[src/rtl/vga_capture.sv]
// VGA receive decoder: checks HS/VS timing, locks after clean frames, and
// reports each frame's bounding box of pixels equal to MATCH_COLOR.
module vga_capture #(
   parameter int         CLK_PER_PIX = 2,
   parameter int         H_VISIBLE   = 640,
   parameter int         H_FRONT     = 16,
   parameter int         H_SYNC      = 96,
   parameter int         H_BACK      = 48,
   parameter int         V_VISIBLE   = 480,
   parameter int         V_FRONT     = 10,
   parameter int         V_SYNC      = 2,
   parameter int         V_BACK      = 33,
   parameter logic [7:0] MATCH_COLOR = 8'hFF
) (
   input  logic       clk50M,
   input  logic       reset,
   input  logic [2:0] red,
   input  logic [2:0] green,
   input  logic [1:0] blue,
   input  logic       HS,
   input  logic       VS,
   output logic       locked,
   output logic       h_err,
   output logic       v_err,
   output logic       frame_valid,
   output logic       obj_found,
   output logic [9:0] obj_x,
   output logic [9:0] obj_y,
   output logic [9:0] obj_w,
   output logic [9:0] obj_h
);

   localparam int              H_TOTAL     = H_VISIBLE + H_FRONT + H_SYNC + H_BACK;
   localparam int              V_TOTAL     = V_VISIBLE + V_FRONT + V_SYNC + V_BACK;
   localparam int              PH_W        = (CLK_PER_PIX > 1) ? $clog2(CLK_PER_PIX) : 1;
   localparam logic [PH_W-1:0] PH_LAST     = PH_W'(CLK_PER_PIX - 1);
   localparam logic [11:0]     LINE_CLKS   = 12'(H_TOTAL * CLK_PER_PIX);
   localparam logic [11:0]     HS_CLKS     = 12'(H_SYNC * CLK_PER_PIX);
   localparam logic [10:0]     H_START     = 11'(H_SYNC + H_BACK);
   localparam logic [10:0]     H_END       = 11'(H_SYNC + H_BACK + H_VISIBLE);
   localparam logic [9:0]      V_START     = 10'(V_SYNC + V_BACK);
   localparam logic [9:0]      V_END       = 10'(V_SYNC + V_BACK + V_VISIBLE);
   localparam logic [9:0]      LAST_LINE   = 10'(V_TOTAL - 1);
   localparam logic [9:0]      VS_LINES    = 10'(V_SYNC);
   localparam logic [1:0]      LOCK_FRAMES = 2'd2;

   typedef enum logic {ST_ACQUIRE, ST_LOCKED} state_t;

   state_t          state;
   state_t          state_nxt;

   logic            hs_q;
   logic            vs_q;
   logic [7:0]      rgb_q;
   logic [10:0]     clk_cnt;
   logic [PH_W-1:0] phase;
   logic [10:0]     pix;
   logic [9:0]      line_cnt;
   logic [9:0]      line_cnt_nxt;

   logic            hs_seen;
   logic            hs_w_ok;
   logic            vs_w_ok;
   logic            first_frame;
   logic            dirty;
   logic [1:0]      good_frames;

   logic            hit;
   logic [9:0]      min_x;
   logic [9:0]      min_y;
   logic [9:0]      max_x;
   logic [9:0]      max_y;

   logic            hs_fall;
   logic            hs_rise;
   logic            vs_fall;
   logic            vs_rise;
   logic            line_err;
   logic            frame_evt;
   logic            frame_err;
   logic            frame_bad;
   logic            in_win;
   logic            match;
   logic            publish;
   logic [9:0]      x_pos;
   logic [9:0]      y_pos;

   assign hs_fall = hs_q & ~HS;
   assign hs_rise = ~hs_q & HS;
   assign vs_fall = vs_q & ~VS;
   assign vs_rise = ~vs_q & VS;

   // The first HS fall after reset closes a partial line, so it is not checked.
   assign line_err  = hs_fall & hs_seen &
                      ((({1'b0, clk_cnt} + 12'd1) != LINE_CLKS) | ~hs_w_ok);
   assign frame_evt = vs_fall & ~first_frame;
   assign frame_err = (line_cnt != LAST_LINE) | ~vs_w_ok;
   assign frame_bad = dirty | line_err | frame_err;

   assign in_win = (pix >= H_START) && (pix < H_END) &&
                   (line_cnt >= V_START) && (line_cnt < V_END);
   assign match  = in_win && (phase == PH_LAST) && (rgb_q == MATCH_COLOR);
   assign x_pos  = pix[9:0] - H_START[9:0];
   assign y_pos  = line_cnt - V_START;

   always_comb begin
      line_cnt_nxt = line_cnt;
      if (vs_fall) begin
         line_cnt_nxt = '0;
      end else if (hs_fall && (line_cnt != '1)) begin
         line_cnt_nxt = line_cnt + 10'd1;
      end
   end

   always_ff @(posedge clk50M) begin
      if (reset) begin
         state <= ST_ACQUIRE;
      end else begin
         state <= state_nxt;
      end
   end

   always_comb begin
      state_nxt = state;
      case (state)
         ST_ACQUIRE: begin
            if (frame_evt && !frame_bad && ((good_frames + 2'd1) == LOCK_FRAMES)) begin
               state_nxt = ST_LOCKED;
            end
         end
         ST_LOCKED: begin
            if (line_err || (frame_evt && frame_bad)) begin
               state_nxt = ST_ACQUIRE;
            end
         end
         default: state_nxt = ST_ACQUIRE;
      endcase
   end

   always_comb begin
      locked = 1'b0;
      if (state == ST_LOCKED) begin
         locked = 1'b1;
      end
   end

   assign publish = frame_evt && (state_nxt == ST_LOCKED);

   always_ff @(posedge clk50M) begin
      if (reset) begin
         hs_q        <= 1'b0;
         vs_q        <= 1'b0;
         rgb_q       <= '0;
         clk_cnt     <= '0;
         phase       <= '0;
         pix         <= '0;
         line_cnt    <= '0;
         hs_seen     <= 1'b0;
         hs_w_ok     <= 1'b0;
         vs_w_ok     <= 1'b0;
         first_frame <= 1'b1;
         dirty       <= 1'b0;
         good_frames <= '0;
         hit         <= 1'b0;
         min_x       <= '0;
         min_y       <= '0;
         max_x       <= '0;
         max_y       <= '0;
         h_err       <= 1'b0;
         v_err       <= 1'b0;
         frame_valid <= 1'b0;
         obj_found   <= 1'b0;
         obj_x       <= '0;
         obj_y       <= '0;
         obj_w       <= '0;
         obj_h       <= '0;
      end else begin
         hs_q  <= HS;
         vs_q  <= VS;
         rgb_q <= {red, green, blue};

         if (hs_fall) begin
            clk_cnt <= '0;
            phase   <= '0;
            pix     <= '0;
            hs_seen <= 1'b1;
         end else begin
            if (clk_cnt != '1) begin
               clk_cnt <= clk_cnt + 11'd1;
            end
            if (phase == PH_LAST) begin
               phase <= '0;
               if (pix != '1) begin
                  pix <= pix + 11'd1;
               end
            end else begin
               phase <= phase + PH_W'(1);
            end
         end
         line_cnt <= line_cnt_nxt;

         // Sync widths are measured at the rising edge and judged at the next fall.
         if (hs_rise) begin
            hs_w_ok <= (({1'b0, clk_cnt} + 12'd1) == HS_CLKS);
         end
         if (vs_rise) begin
            vs_w_ok <= (line_cnt_nxt == VS_LINES);
         end

         if (vs_fall) begin
            first_frame <= 1'b0;
            dirty       <= 1'b0;
         end else if (line_err) begin
            dirty <= 1'b1;
         end

         if (state == ST_ACQUIRE) begin
            if (frame_evt) begin
               good_frames <= (frame_bad || (state_nxt == ST_LOCKED)) ? 2'd0 : good_frames + 2'd1;
            end else if (line_err) begin
               good_frames <= '0;
            end
         end else begin
            good_frames <= '0;
         end

         if (state == ST_LOCKED && line_err) begin
            h_err <= 1'b1;
         end
         if (state == ST_LOCKED && frame_evt && frame_err) begin
            v_err <= 1'b1;
         end

         if (vs_fall) begin
            hit   <= 1'b0;
            min_x <= '0;
            min_y <= '0;
            max_x <= '0;
            max_y <= '0;
         end else if (match) begin
            hit <= 1'b1;
            if (!hit) begin
               min_x <= x_pos;
               max_x <= x_pos;
               min_y <= y_pos;
               max_y <= y_pos;
            end else begin
               if (x_pos < min_x) min_x <= x_pos;
               if (x_pos > max_x) max_x <= x_pos;
               if (y_pos < min_y) min_y <= y_pos;
               if (y_pos > max_y) max_y <= y_pos;
            end
         end

         frame_valid <= publish;
         if (publish) begin
            obj_found <= hit;
            if (hit) begin
               obj_x <= min_x;
               obj_y <= min_y;
               obj_w <= max_x - min_x + 10'd1;
               obj_h <= max_y - min_y + 10'd1;
            end
         end
      end
   end

endmodule

[config.mk]
export PLATFORM = sky130hd
export DESIGN_NAME = vga_capture
export DESIGN_NICKNAME = d
export VERILOG_FILES = /design/src/rtl/vga_capture.sv
export SDC_FILE = /design/constraint.sdc
export NUM_CORES = 1
export LEC_CHECK = 0
export ABC_AREA = 1
export CORE_MARGIN = 2
export CORE_UTILIZATION = 35
export CTS_CLUSTER_SIZE = 40
export DETAILED_ROUTE_END_ITERATION = 8
export GPL_TIMING_DRIVEN = 0
export PLACE_DENSITY_LB_ADDON = 0.08
export SYNTH_ARGS = -nofsm -noshare
export SYNTH_HDL_FRONTEND = slang
export SYNTH_SLANG_ARGS = --single-unit
[constraint.sdc]
create_clock -name clk50M -period 4.6 [get_ports clk50M]
set_clock_uncertainty 0.15 [all_clocks]
set_input_delay 0.92 -clock clk50M [delete_from_list [all_inputs] [get_ports clk50M]]
set_output_delay 0.92 -clock clk50M [all_outputs]
set_load 0.005 [all_outputs]
==> results of run 1 <==
## sequential cells by signal, indices dropped and copies added, names as in the netlist, 2 cells and up
name and cells:
obj_y 10, min_x 10, obj_w 10, obj_h 10, obj_x 10, clk_cnt 11
min_y 10, max_y 10, line_cnt 10, pix 11, max_x 10, good_frames 2
rgb_q 8
## report_power, final
part | leakage [nW] | switching [mW] | internal (mW)
logic | 2.69 | 0.0939 | 0.0530
registers | 1.10 | 0.0121 | 1.19
clock network | 0.269 | 0.558 | 0.801
## cell usage in the layout (no fill, tap or decap), drive strengths merged, types with 3 or more instances in the layout
master and n:
nand2 202, clkdlybuf4s50 56, a21oi 96, clkinvlp 5, a211oi 3, inv 231, nand4 61, xor2 23
ha 81, nor2 125, o21bai 3, o21ai 70, o211ai 10, clkbuf 37, nor3 17, clkinv 6
buf 18, dfxtp 136, xnor2 6, nand3 27
## how the worst max path moves through the flow
stage	start	end	slack [ns]
2_1_floorplan	line_cnt[0]	min_y[7]	1.41
3_3_place_gp	line_cnt[0]	min_y[5]	0.55
3_5_place_dp	line_cnt[0]	min_y[5]	0.52
4_1_cts	line_cnt[0]	min_y[5]	0.51
5_1_grt	line_cnt[0]	max_y[6]	0.08
6_report	line_cnt[0]	max_y[6]	0.69
## metrics by stage
step	std cells	hold slack (ns)	setup slack (ns)	cell area [sq um]
after floorplan	1144	0.270	1.41	7960
after global placement	1485	0.279	0.552	8880
after detailed placement	1485	0.283	0.518	8880
after CTS	1517	0.299	0.505	9460
after global routing	1517	0.339	0.0793	9460
final	1517	0.298	0.693	9460
## routing by layer
metal,global-route usage (%),share of wire [%]
met5,0,0
met4,5.47,1.9
met3,3.19,2.9
met2,28.1,44
met1,22.7,51
## kinds of logic after synthesis
logic type	synth area share (%)
compound gates	13.1
xor+xnor	3.19
fa+ha+maj	13.2
buf+inv	12.7
flops	34.2
simple gates	23.6
## cell type report
type / count / area share, %
plain buffers: 37 / 1.57
clock buffers: 18 / 4.54
clock inverters: 14 / 1.60
inverters: 230 / 9.13
multi-input cells: 741 / 44.7
flip-flops and latches: 136 / 28.8
well taps: 285 / 3.77
repair buffers: 56 / 5.93
## worst min-delay path: stages (launching register included)
cell and delay [ns]:
dfxtp_1 0.31, nand2_1 0.06, nand2_1 0.04
==> impl_metrics.py, run 1 <==
metrics = {
    "finish": {
        "areaGrowthSynthToFinish_pct": 18.9,
        "n_antenna_cell": 0,
        "final-seq-area_sq_um": 2720,
        "drive_above_1_share_pct": 3.90,
        "fin_nets": 1314,
        "final_util_pct": 42.0,
        "fillers": 2409,
        "multi_input_area_sq_um": 4230,
    },
    "run_status": {
        "status": "finished, final reports clean",
    },
    "clocking": {
        "cts_root_buf": "clkbuf_16",
        "clock-sinks": 136,
        "cts-resized-gates": 0,
        "cts_hold_buffers": 0,
        "numCtsBuffers": 17,
        "path_clk_slew_ns": 0.06,
        "cts.path.max_buffers": 2,
        "clk_latency_ns": 0.42,
        "htree_levels": 4,
        "cts_setup_buffers": 0,
        "cts_tree": "done",
    },
    "route": {
        "firstDrtPassIters": 4,
        "drc": 0,
        "via_count": 6950,
        "avgRoutedWirePerCell_um": 12.8,
        "vias_per_cell": 4.58,
        "antenna_left": 0,
        "drtIter0Drc": 372,
        "wl_um": 19400,
    },
    "global_routing": {
        "grt_pass1_vias": 6745,
        "grt_max_degree": 17,
        "grt_pass1_wl_um": 32900,
        "grt_remaining_overflow": 0,
        "antenna_found_initial": 0,
        "grt_usage_pct": 17.1,
    },
    "worst_setup_path": {
        "regToRegEndpoint": "max_y[6]",
        "path_delay_family": "compound AO/OA/AOI/OAI gates",
        "arrival_ns": 4.10,
        "r2r_slack_ns": 0.69,
        "worstRegToRegCells": 17,
        "cp_slowest_cell": "dfxtp_1",
        "cp_max_fo": 10,
        "crit_buf_inv": 2,
        "start_kind": "flip-flop",
        "crit_type": "reg2reg",
        "critical_path_required_ns": 4.79,
        "worst-path-stages": 17,
        "max_stage_delay_ns": 0.42,
        "crit_top_cell": "o21ai_0",
        "reg2reg_from": "line_cnt[0]",
        "crit_path_end_kind": "flip-flop",
        "worstPathCellList": "ha_1 > nor2_1 > nand2_1 > o21ai_0 > nand2_1 > xor2_1 > inv_1 > ha_1 > nand4_1 > nor3_1 > o21ai_0 > o211ai_1 > a21oi_1 > nor2_1 > clkbuf_1 > o21ai_0 > a21oi_1",
    },
    "worst_hold_path": {
        "min_path_type": "reg2reg",
        "hold_path_end": "first_frame",
        "hold_depth": 2,
        "holdCritStartpoint": "first_frame",
    },
    "sta": {
        "rsz0062_at_grt": "false",
        "setup_viol": 0,
        "setup_tns_ns": 0,
        "worst_slew_pin_slew_ns": 0.774,
        "fmax_mhz": 256,
        "period_share_pct": 84.9,
        "period_minus_slack_ns": 3.91,
        "hold_violations": 0,
        "relSlewSlack_pct": 48.2,
        "slew_violations": 0,
    },
    "synth": {
        "yosysUniqueCellTypes": 36,
        "seq_area_frac_synth_pct": 34.2,
        "syn-num-nets": 1239,
        "synth_top_cell_by_area": "dfxtp_1",
        "synth_top_area_share_pct": 34.2,
        "syn_area_per_cell_sq_um": 6.96,
        "yosys_warnings": 0,
        "synthTopCellsByCount": "inv_1 (227), nand2_1 (201), dfxtp_1 (136)",
        "synth_ff_type": "dfxtp_1",
        "synth_edf_count": 0,
        "yosysMostFrequentCell": "inv_1",
        "async_reset_ff_share_pct": 0,
        "ys_ff_latch": 136,
        "synth_cells": 1144,
        "netlist_top_cells_area": "dfxtp_1 (34%), ha_1 (13%), inv_1 (11%)",
        "syn_area_sq_um": 7960,
    },
    "pwr": {
        "power.density_nw_per_um2": 286,
        "leakage_nw": 4.06,
        "total_power_mw": 2.71,
        "peakVddDrop_mv": 0.205,
    },
    "place": {
        "place_hpwl_um": 15400,
        "gp_congestion": 0.819,
        "io_buffers": 56,
    },
    "floorplanning": {
        "ios": 57,
        "die_w_um": 155,
        "die_h_um": 155,
        "die_area_sq_um": 24000,
        "start_util_pct": 35.4,
        "num_rows": 55,
        "core_area_sq_um": 22500,
    },
    "flow_run": {
        "cap_violations": 0,
    },
}
Note: power is estimated with default switching activity, not from simulation.
==> run 2, diff against run 1 <==
==> constraint.sdc (replaced) <==
create_clock -name clk50M -period 3.85 [get_ports clk50M]
set_clock_uncertainty 0.15 [all_clocks]
set_input_delay 0.77 -clock clk50M [delete_from_list [all_inputs] [get_ports clk50M]]
set_output_delay 0.77 -clock clk50M [all_outputs]
set_load 0.005 [all_outputs]
==> run 2 against run 1 <==
Effect of this change: global-route usage stayed put; largest power group unchanged; core utilization increased by 0.18 points; critical path type unchanged; die area is the same; sequential share of layout area is 0.11 points lower; setup slack worse by 0.21 ns; cell area up 0.42%; flip-flop and latch count unchanged; via count is 0.29% higher; critical endpoint unchanged.
==> impl_metrics.py, run 2 (synthesis results as in run 1) <==
metrics = {
    "global_routing": {
        "grt_max_degree": 17,
        "grt_remaining_overflow": 0,
        "antenna_found_initial": 0,
        "grt_pass1_wl_um": 32900,
        "grt_pass1_vias": 6745,
        "grt_usage_pct": 17.1,
    },
    "floorplanning": {
        "die_area_sq_um": 24000,
        "core_area_sq_um": 22500,
        "die_w_um": 155,
        "num_rows": 55,
        "die_h_um": 155,
        "ios": 57,
        "start_util_pct": 35.4,
    },
    "worst_hold_path": {
        "min_path_type": "reg2reg",
    },
    "finish": {
        "layout_commonest_cell": "inv_1",
        "n_antenna_cell": 0,
        "drive_above_1_share_pct": 4.62,
        "largestRegisters": "clk_cnt (11), pix (11)",
        "fin_nets": 1317,
        "final_area_sq_um": 9500,
        "mostFrequentLayoutCells": "inv_1 (227), nand2_1 (201), dfxtp_1 (135)",
        "areaGrowthSynthToFinish_pct": 19.4,
    },
    "clocking": {
        "cts_tree": "done",
        "cts.path.max_buffers": 2,
        "cts_root_buf": "clkbuf_16",
        "numCtsBuffers": 17,
        "path_clk_slew_ns": 0.06,
        "htree_levels": 4,
        "clk_latency_ns": 0.42,
        "clock-sinks": 136,
        "cts_hold_buffers": 0,
    },
    "place": {
        "postPlaceCellArea_sq_um": 8880,
        "gp_congestion": 0.819,
        "io_buffers": 56,
        "place_hpwl_um": 15400,
    },
    "worst_setup_path": {
        "crit_type": "reg2reg",
        "arrival_ns": 3.57,
        "critical_path_required_ns": 4.05,
        "cp_max_fo": 10,
        "crit_path_end_kind": "flip-flop",
        "start_kind": "flip-flop",
    },
    "sta": {
        "hold_violations": 0,
        "relSlewSlack_pct": 47.9,
        "period_share_pct": 87.6,
        "rsz0062_at_grt": "false",
        "setup_viol": 0,
        "fmax_mhz": 297,
        "period_minus_slack_ns": 3.37,
        "timing.hold.ws_ns": 0.298,
        "worst_slew_pin_slew_ns": 0.778,
        "slew_violations": 0,
    },
    "route": {
        "vias_per_cell": 4.59,
        "avgRoutedWirePerCell_um": 12.8,
        "wl_um": 19500,
        "antenna_left": 0,
        "via_count": 6970,
        "drc": 0,
        "drtIter0Drc": 286,
        "firstDrtPassIters": 4,
    },
    "pwr": {
        "total_power_mw": 3.24,
        "pwr-share-clk_pct": 50.2,
        "swShare_pct": 24.6,
        "p_int_mw": 2.44,
        "peakVddDrop_mv": 0.248,
        "power.density_nw_per_um2": 341,
        "seq_power_share_pct": 44.4,
        "share_comb_of_total_power_pct": 5.4,
        "p_sw_mw": 0.797,
        "leakage_nw": 4.08,
    },
    "run_status": {
        "status": "finished, final reports clean",
    },
    "flow_run": {
        "cap_violations": 0,
    },
}
## run 2: changes by cell type in the layout (fill, tap and decap cells not counted), moves of 2 or more
cell / previous run / this run
clkbuf_1: 20 / 18
buf_4: 0 / 3
o21ai_1: 0 / 2
o21ai_0: 70 / 67
clkbuf_2: 0 / 2
## run 2: area by class of cell
class | instances | area, sq um
fillers | 2406 | 13000
multi-input cells | 741 | 4240
flip-flops and latches | 136 | 2720
inverters | 230 | 863
repair buffers | 59 | 583
clock buffers | 18 | 429
well taps | 285 | 357
clock inverters | 14 | 151
plain buffers | 37 | 151
## run 2: worst max-delay path, cell delays in order, from the launching register on
cell and delay (ns):
dfxtp_2 0.44, nand2_1 0.15, nand2_1 0.11, inv_1 0.05, o21ai_1 0.25, o21ai_0 0.11, o21ai_0 0.21, inv_1 0.14
ha_1 0.35, nand4_1 0.12, nor3_1 0.20, o21ai_0 0.12, o211ai_1 0.12, a21oi_1 0.11, nor2_2 0.18, clkbuf_2 0.26
o21ai_0 0.11, a21oi_1 0.13
## run 2: metal layers
metal / vias up / GRT usage [%] / wire, um
met5: - / 0 / 0
met4: 0 / 5.47 / 359
met3: 22 / 3.19 / 636
met2: 114 / 28.1 / 8610
met1: 3004 / 22.7 / 9860
li1: 3830 / - / -
## run 2: worst paths after layout
path	startpoint	endpoint	slack (ns)	depth (start not counted)
max	line_cnt[0]	max_y[6]	0.48	17
min	first_frame	first_frame	0.30	2
min reg2reg	first_frame	first_frame	0.30	2
max reg2reg	line_cnt[0]	max_y[6]	0.48	17
## run 2: per-stage QoR
step / TNS [ns] / instances / utilization [%] / worst slack [ns]
finish: 0 / 1520 / 42.2 / 0.478
global route: 0 / 1520 / 42.2 / 0.0651
CTS: 0 / 1517 / 42.0 / 0.0547
detailed placement: -1.40 / 1485 / 39.4 / -0.232
global placement: -1.44 / 1485 / 39.4 / -0.198
floorplan: 0 / 1144 / - / 0.661
## run 2: repair_timing
item,CTS,global route
buffers inserted,0,3
pin swaps,0,1
endpoints found under the hold margin,0,0
endpoints found under the setup margin,13,16
resized for setup,4,7
## run 2: power groups by stage
stage	clock network, mW	logic [mW]	registers (mW)
4_1_cts	1.67	0.178	1.44
6_report	1.63	0.176	1.44
3_3_place_gp	0	0.177	1.47
5_1_grt	1.73	0.205	1.44
2_1_floorplan	0	0.122	1.46
3_5_place_dp	0	0.177	1.47
==> run 3, diff against run 2 <==
--- a/config.mk
+++ b/config.mk
@@ -10,7 +10,9 @@
 export CORE_UTILIZATION = 35
 export CTS_CLUSTER_SIZE = 40
 export DETAILED_ROUTE_END_ITERATION = 8
+export GPL_ROUTABILITY_DRIVEN = 1
 export GPL_TIMING_DRIVEN = 0
+export MAX_ROUTING_LAYER = met4
 export PLACE_DENSITY_LB_ADDON = 0.08
 export SYNTH_ARGS = -nofsm -noshare
 export SYNTH_HDL_FRONTEND = slang
==> run 3 against run 2 <==
Effect of this change: die area did not move; sequential share of layout area unchanged; sequential power is essentially flat; via count shrank 0.32%; register-to-register slack hardly changed; total power hardly changed; flip-flop and latch count did not move; largest power group unchanged; critical path depth stayed put; core utilization unchanged; largest cell class unchanged.
==> impl_metrics.py, run 3 (synthesis results as in run 1) <==
metrics = {
    "worst_setup_path": {
        "critical_path_required_ns": 4.05,
        "regToRegEndpoint": "max_y[6]",
        "crit_type": "reg2reg",
        "cp_max_fo": 10,
        "crit_start": "line_cnt[0]",
        "reg2reg_from": "line_cnt[0]",
        "start_kind": "flip-flop",
        "crit_path_end_kind": "flip-flop",
        "r2r_slack_ns": 0.48,
        "worstRegToRegCells": 17,
        "arrival_ns": 3.57,
        "crit_end": "max_y[6]",
    },
    "place": {
        "postPlaceCellArea_sq_um": 8880,
        "gp_congestion": 0.831,
        "place_hpwl_um": 15400,
        "dp.cells": 1485,
        "io_buffers": 56,
    },
    "floorplanning": {
        "die_w_um": 155,
        "ios": 57,
        "core_area_sq_um": 22500,
        "die_area_sq_um": 24000,
        "num_rows": 55,
        "start_util_pct": 35.4,
        "die_h_um": 155,
    },
    "route": {
        "vias_per_cell": 4.57,
        "drc": 0,
        "antenna_left": 0,
        "drtIter0Drc": 267,
        "via_count": 6948,
        "firstDrtPassIters": 5,
        "avgRoutedWirePerCell_um": 12.8,
        "wl_um": 19500,
    },
    "pwr": {
        "peakVddDrop_mv": 0.247,
        "leakage_nw": 4.08,
        "total_power_mw": 3.24,
        "power.density_nw_per_um2": 341,
    },
    "sta": {
        "period_minus_slack_ns": 3.37,
        "fmax_mhz": 297,
        "slew_violations": 0,
        "period_share_pct": 87.6,
        "relSlewSlack_pct": 48.2,
        "setup_viol": 0,
        "worst_slew_pin_slew_ns": 0.774,
        "setup_tns_ns": 0,
        "hold_violations": 0,
        "timing.hold.ws_ns": 0.298,
        "rsz0062_at_grt": "false",
    },
    "clocking": {
        "cts_root_buf": "clkbuf_16",
        "cts_hold_buffers": 0,
        "numCtsBuffers": 17,
        "clock-sinks": 136,
        "htree_levels": 4,
        "path_clk_slew_ns": 0.06,
        "cts_tree": "done",
        "clk_latency_ns": 0.42,
        "cts.path.max_buffers": 2,
    },
    "global_routing": {
        "grt_remaining_overflow": 0,
        "grt_max_degree": 17,
        "antenna_found_initial": 0,
        "grt_pass1_vias": 6759,
        "grt_pass1_wl_um": 32900,
        "grt_usage_pct": 17.5,
    },
    "finish": {
        "fin_nets": 1317,
        "n_antenna_cell": 0,
        "mostFrequentLayoutCells": "inv_1 (227), nand2_1 (201), dfxtp_1 (135)",
        "drive_above_1_share_pct": 4.62,
        "final_area_sq_um": 9500,
        "areaGrowthSynthToFinish_pct": 19.4,
        "layout_commonest_cell": "inv_1",
        "stdcell_count": 1520,
        "largestRegisters": "clk_cnt (11), pix (11)",
    },
    "run_status": {
        "status": "finished, final reports clean",
    },
    "flow_run": {
        "cap_violations": 0,
    },
    "worst_hold_path": {
        "min_path_type": "reg2reg",
    },
}
==> run 3: layer usage <==
metal  share of wire (%)  GRT usage [%]  up-vias
li1                    -              -     3828
met1                  51           22.6     2996
met2                  44           28.2      101
met3                 3.0           2.94       23
met4                 1.8           5.60        0
met5                   0              -        -
==> run 3: worst min-delay path by stage <==
stage	end	startpoint	depth (start not counted)	slack, ns
floorplan	first_frame	first_frame	2	0.27
finish	first_frame	first_frame	2	0.30
global route	first_frame	first_frame	2	0.34
CTS	first_frame	first_frame	2	0.30
detailed placement	first_frame	first_frame	2	0.28
global placement	first_frame	first_frame	2	0.28
==> run 3: final cells by class <==
type / instances / area [sq um]
sequential: 136 / 2720
fill: 2406 / 13000
inverter: 230 / 863
buffer: 37 / 151
timing repair buffer: 59 / 583
tap: 285 / 357
multi-input combinational: 741 / 4240
clock inverter: 14 / 151
clock buffer: 18 / 429
==> run 3: report_power, final <==
part           switching [mW]  internal (mW)
clock network           0.668          0.957
registers              0.0147           1.42
logic                   0.113         0.0637
total                   0.796           2.44
==> run 3: repair_timing <==
| item | 4_1_cts | 5_1_grt |
|---|---|---|
| pin swaps | 0 | 1 |
| gates resized for setup | 4 | 7 |
| buffers inserted | 0 | 3 |
| endpoints found under the setup margin | 13 | 16 |
==> run 3: worst max-delay path, stage by stage, from the launching register on <==
cell and delay, ns:
dfxtp_2 0.44, nand2_1 0.15, nand2_1 0.11, inv_1 0.05, o21ai_1 0.25, o21ai_0 0.11, o21ai_0 0.21, inv_1 0.14
ha_1 0.34, nand4_1 0.12, nor3_1 0.20, o21ai_0 0.12, o211ai_1 0.12, a21oi_1 0.11, nor2_2 0.18, clkbuf_2 0.26
o21ai_0 0.11, a21oi_1 0.13
==> run 3: per-stage QoR <==
| stage | util, % | setup slack [ns] |
|---|---|---|
| 2_1_floorplan | - | 0.661 |
| 3_3_place_gp | 39.4 | -0.198 |
| 3_5_place_dp | 39.4 | -0.232 |
| 4_1_cts | 42.0 | 0.0547 |
| 5_1_grt | 42.2 | 0.0651 |
| 6_report | 42.2 | 0.479 |
